## src/rtl/period_meter.sv

```systemverilog
// period_meter: measures the period and high time of an asynchronous square wave in clk cycles.
// Each completed rise-to-rise measurement is published with a one-cycle valid strobe.
module period_meter #(
  parameter int CNT_W       = 16,
  parameter int SYNC_STAGES = 2
) (
  input  logic             clk,
  input  logic             rst,
  input  logic             i_en,
  input  logic             i_sig,
  output logic [CNT_W-1:0] o_period,
  output logic [CNT_W-1:0] o_high,
  output logic             o_valid,
  output logic             o_timeout,
  output logic             o_busy
);

  typedef enum logic [1:0] {
    IDLE = 2'd0,
    ARM  = 2'd1,
    MEAS = 2'd2
  } state_t;

  localparam logic [CNT_W-1:0] CNT_MAX = '1;
  localparam logic [CNT_W-1:0] CNT_ONE = {{(CNT_W-1){1'b0}}, 1'b1};

  function automatic logic cnt_full(input logic [CNT_W-1:0] c);
    return (c == CNT_MAX);
  endfunction

  function automatic logic [CNT_W-1:0] sat_inc(input logic [CNT_W-1:0] c, input logic inc);
    if (inc && (c != CNT_MAX)) begin
      return c + CNT_ONE;
    end
    return c;
  endfunction

  // Stage p0: synchronizer chain, plus a fill marker that tells when s reflects
  // real post-reset samples rather than the cleared chain.
  logic [SYNC_STAGES-1:0] sync_p0;
  logic [SYNC_STAGES-1:0] prime_p0;
  logic                   sig_p1;
  logic                   s;
  logic                   primed;
  logic                   rise;

  always_ff @(posedge clk) begin
    if (rst) begin
      sync_p0  <= '0;
      prime_p0 <= '0;
      sig_p1   <= 1'b0;
    end else begin
      sync_p0  <= {sync_p0[SYNC_STAGES-2:0], i_sig};
      prime_p0 <= {prime_p0[SYNC_STAGES-2:0], 1'b1};
      sig_p1   <= s;
    end
  end

  assign s      = sync_p0[SYNC_STAGES-1];
  assign primed = prime_p0[SYNC_STAGES-1];
  assign rise   = s & ~sig_p1;

  // Stage p1: measurement FSM and counters.
  state_t           state_q;
  state_t           state_d;
  logic [CNT_W-1:0] cnt_q;
  logic [CNT_W-1:0] cnt_d;
  logic [CNT_W-1:0] hcnt_q;
  logic [CNT_W-1:0] hcnt_d;
  logic             publish;
  logic             timeout_set;

  always_comb begin
    state_d     = state_q;
    cnt_d       = cnt_q;
    hcnt_d      = hcnt_q;
    publish     = 1'b0;
    timeout_set = 1'b0;
    if (!i_en) begin
      state_d = IDLE;
    end else begin
      case (state_q)
        IDLE: begin
          if (primed && !s) begin
            state_d = ARM;
          end
        end
        ARM: begin
          if (rise) begin
            state_d = MEAS;
            cnt_d   = CNT_ONE;
            hcnt_d  = CNT_ONE;
          end
        end
        MEAS: begin
          if (rise) begin
            publish = 1'b1;
            cnt_d   = CNT_ONE;
            hcnt_d  = CNT_ONE;
          end else if (cnt_full(cnt_q)) begin
            timeout_set = 1'b1;
            state_d     = IDLE;
          end else begin
            cnt_d  = sat_inc(cnt_q, 1'b1);
            hcnt_d = sat_inc(hcnt_q, s);
          end
        end
        default: state_d = IDLE;
      endcase
    end
  end

  always_ff @(posedge clk) begin
    cnt_q  <= cnt_d;
    hcnt_q <= hcnt_d;
  end

  // Stage p2: published results, strobe and status.
  logic [CNT_W-1:0] period_p2;
  logic [CNT_W-1:0] high_p2;
  logic             vld_p2;
  logic             timeout_p2;
  logic             busy_p2;

  always_ff @(posedge clk) begin
    if (rst) begin
      state_q    <= IDLE;
      period_p2  <= '0;
      high_p2    <= '0;
      vld_p2     <= 1'b0;
      timeout_p2 <= 1'b0;
      busy_p2    <= 1'b0;
    end else begin
      state_q <= state_d;
      vld_p2  <= publish;
      busy_p2 <= (state_d == MEAS);
      if (publish) begin
        period_p2  <= cnt_q;
        high_p2    <= hcnt_q;
        timeout_p2 <= 1'b0;
      end else if (timeout_set) begin
        timeout_p2 <= 1'b1;
      end
    end
  end

  assign o_period  = period_p2;
  assign o_high    = high_p2;
  assign o_valid   = vld_p2;
  assign o_timeout = timeout_p2;
  assign o_busy    = busy_p2;

endmodule

```

## config.mk

```make
export PLATFORM = sky130hd
export DESIGN_NAME = period_meter
export DESIGN_NICKNAME = d
export VERILOG_FILES = /design/src/rtl/period_meter.sv
export SDC_FILE = /design/constraint.sdc
export NUM_CORES = 1
export LEC_CHECK = 0
export ABC_AREA = 1
export CAP_MARGIN = 10
export CORE_UTILIZATION = 25
export DETAILED_ROUTE_END_ITERATION = 16
export PLACE_DENSITY_LB_ADDON = 0.15
export SLEW_MARGIN = 20
export SYNTH_ARGS = -nofsm -noshare
export SYNTH_HDL_FRONTEND = slang
export SYNTH_SLANG_ARGS = --single-unit
export TNS_END_PERCENT = 30
```

## constraint.sdc

```tcl
create_clock -name clk -period 2.8 [get_ports clk]
set_input_delay 0.84 -clock clk [delete_from_list [all_inputs] [get_ports clk]]
set_output_delay 0.84 -clock clk [all_outputs]
set_load 0.01 [all_outputs]
```

==> metrics.yaml <==
initial_core_util_pct: 25.9
wl_mm: 8.04
die_h_microns: 117
grt_max_degree: 34
grt_pass1_vias: 2503
outcome: "completed"
synth-main-ff-cell: "dfxtp_1"
dp_hpwl_mm: 5.74
die_area_sq_mm: 0.0137
grt_first_pass_wirelength_mm: 13.3
synth.avg_cell_area_sq_um: 8.50
rrSetupSlack_ns: 0.76
whs_ns: 0.400
r2r-start: "hcnt_q[0]"
placementRows: 41
root_buffer: "clkbuf_16"
die_w_microns: 117
report.final.slew_viol_count: 0
cts_made_buffers: 9
rsz0062_at_grt: "false"
fin_worst_skew_ns: 0.0118
fin_crit_sh_pct: 74.5
diodes: 0
dr_total_vias: 2670
synth_edf_count: 32
peakVddDrop_v: 0.000291
cpPeakStageDelay_ns: 0.55
route.detailed.drc: 0
maxCapViolCount: 0
hp-start: "prime_p0[0]"
cts_hold_buf: 0
grt_usage_pct: 13.1
worstRegToRegCells: 9
first_iter_violations: 155
start_kind: "flop"
cp-startpoint: "o_high[6]"
power.density_mw_per_mm2: 539
first_pass_iters: 4
hold_path.class: "flop to flop"
path_clk_slew_ns: 0.06
antenna_found_initial: 0
overflow: 0
ys_seq_area_share_pct: 54.5
cts_sinks: 74
viasPerCell: 4.37
postSynthCellCount: 389
finalPower_w: 0.00225
maxSlewHeadroom_pct: 69.1
crit_family: "buffers and inverters"
cts_max_level: 3
wl_per_cell_microns: 13.2
ioPinCount: 39
hold-path-cell-count: 2
drive_above_1_share_pct: 11.2
antenna_left: 0
syn_area_sq_mm: 0.00331
synth_nets: 395
critPathBufInv: 1
path_depth: 1
syn_to_final_growth_pct: 26.4
fin_nets: 440
worstPathArrival_ns: 1.25
worstSetupPathType: "flop to output port"
final_util_pct: 32.7
worstPathRequired_ns: 1.96
cp_max_fo: 2
setup_viol: 0
clock_latency_ns: 0.34
fin_tns_setup_ns: 0
critPathSlowestCell: "clkdlybuf4s50_1"
final_hold_viol_count: 0
cts_resized: 0
period_minus_slack_ns: 2.09
power.leakage_nw: 1.50
critPathCaptureType: "output port"
max_freq_mhz: 479
async_flop_share_pct: 0
path_cells: "clkdlybuf4s50_1"
coreArea_sq_mm: 0.0128
cts_setup_buffers: 0
yosys_warnings: 0
synth-seq-cells: 74
cts_tree: "done"
yosys.cell_types.count: 24
tightest_slew_ns: 0.463
gp_congestion: 0.783
io_buffers: 38
max-clock-path-buffers: 2
-- cell usage in the layout, fill, tap and decap left out --
| cell | n |
|---|---|
| nor2_4 | 1 |
| clkbuf_16 | 9 |
| edfxtp_1 | 32 |
| nor3_1 | 4 |
| nand4_1 | 8 |
| o21a_1 | 2 |
| nand4_4 | 1 |
| nor2_1 | 51 |
| a21oi_1 | 23 |
| inv_1 | 46 |
| clkinv_2 | 3 |
| xor2_1 | 2 |
| nand2_1 | 75 |
| clkinv_4 | 2 |
| clkinv_1 | 1 |
| dfxtp_1 | 42 |
| o21ai_0 | 20 |
| or2_1 | 1 |
| clkdlybuf4s50_1 | 38 |
| inv_2 | 2 |
| clkbuf_8 | 1 |
| a211oi_1 | 2 |
| nand3_1 | 41 |
| inv_6 | 1 |
| o21ai_2 | 20 |
| ha_1 | 2 |
| buf_4 | 9 |
-- power breakdown --
part / total (W) / internal, W / leakage, nW / switching (W)
Combinational: 0.0000276 / 0.00000972 / 0.667 / 0.0000179
Clock: 0.00110 / 0.000625 / 0.143 / 0.000475
Sequential: 0.00112 / 0.00112 / 0.687 / 0.00000203
Total: 0.00225 / 0.00176 / 1.50 / 0.000495
-- sequential cells by signal, summed over array words and instances, names as in the netlist --
| name | flops |
|---|---|
| state_q | 2 |
| hcnt_q | 16 |
| sync_p0 | 2 |
| cnt_q | 16 |
| o_period | 16 |
| o_timeout | 1 |
| o_high | 16 |
| o_busy | 1 |
| prime_p0 | 2 |
| o_valid | 1 |
| sig_p1 | 1 |
-- path summary, 6_finish.rpt --
check,to
setup / recovery,o_high[6]
setup reg to reg,hcnt_q[12]
hold / removal,prime_p0[1]
hold reg to reg,prime_p0[1]
-- per-layer routing --
| layer | vias up | track usage [%] | share of wire (%) |
|---|---|---|---|
| met3 | 12 | 2.52 | 3.2 |
| met5 | - | 0 | 0 |
| met4 | 0 | 6.08 | 1.8 |
| met2 | 48 | 18.4 | 42 |
| li1 | 1376 | - | - |
| met1 | 1234 | 19.1 | 53 |
-- kinds of logic (layout without fill, tap and decap cells) --
logic type                 after synthesis  in the layout  share of synthesized area [%]
DFF                                     74             74                           54.5
and+or+nand+nor                        182            182                           23.8
AOI/OAI and AO/OA                       67             67                           12.7
buffers and inverters                   62            112                           7.68
xor gates and xnor gates                 2              2                          0.530
adders and majority gates                2              2                          0.757
-- cells in the mapped netlist, types with 4 or more instances --
cell	count	share of area, %
nand2_1	75	8.5
nor2_1	51	5.8
inv_1	46	5.2
dfxtp_1	42	25
nand3_1	41	6.2
edfxtp_1	32	29
a21oi_1	23	3.5
o21ai_0	20	3.0
o21ai_2	20	5.3
nand4_1	8	1.5
clkbuf_1	6	0.68
buf_2	4	0.61
nor3_1	4	0.61
-- per-stage QoR --
stage	worst slack (ns)	instances	area [sq um]
after floorplan	0.644	389	3310
final	0.714	611	4180
after detailed placement	0.373	595	3900
after global placement	0.399	595	3900
after global routing	0.516	611	4180
after CTS	0.715	611	4180
-- cell type report --
cell class	count	area, sq um
flip-flops and latches	74	1800
repair buffers	47	448
multi-input cells	253	1250
clock buffers	10	239
inverters	49	184
well taps	172	215
clock inverters	6	41.3
fillers	1318	8590
(Power assumes the default switching activity.)
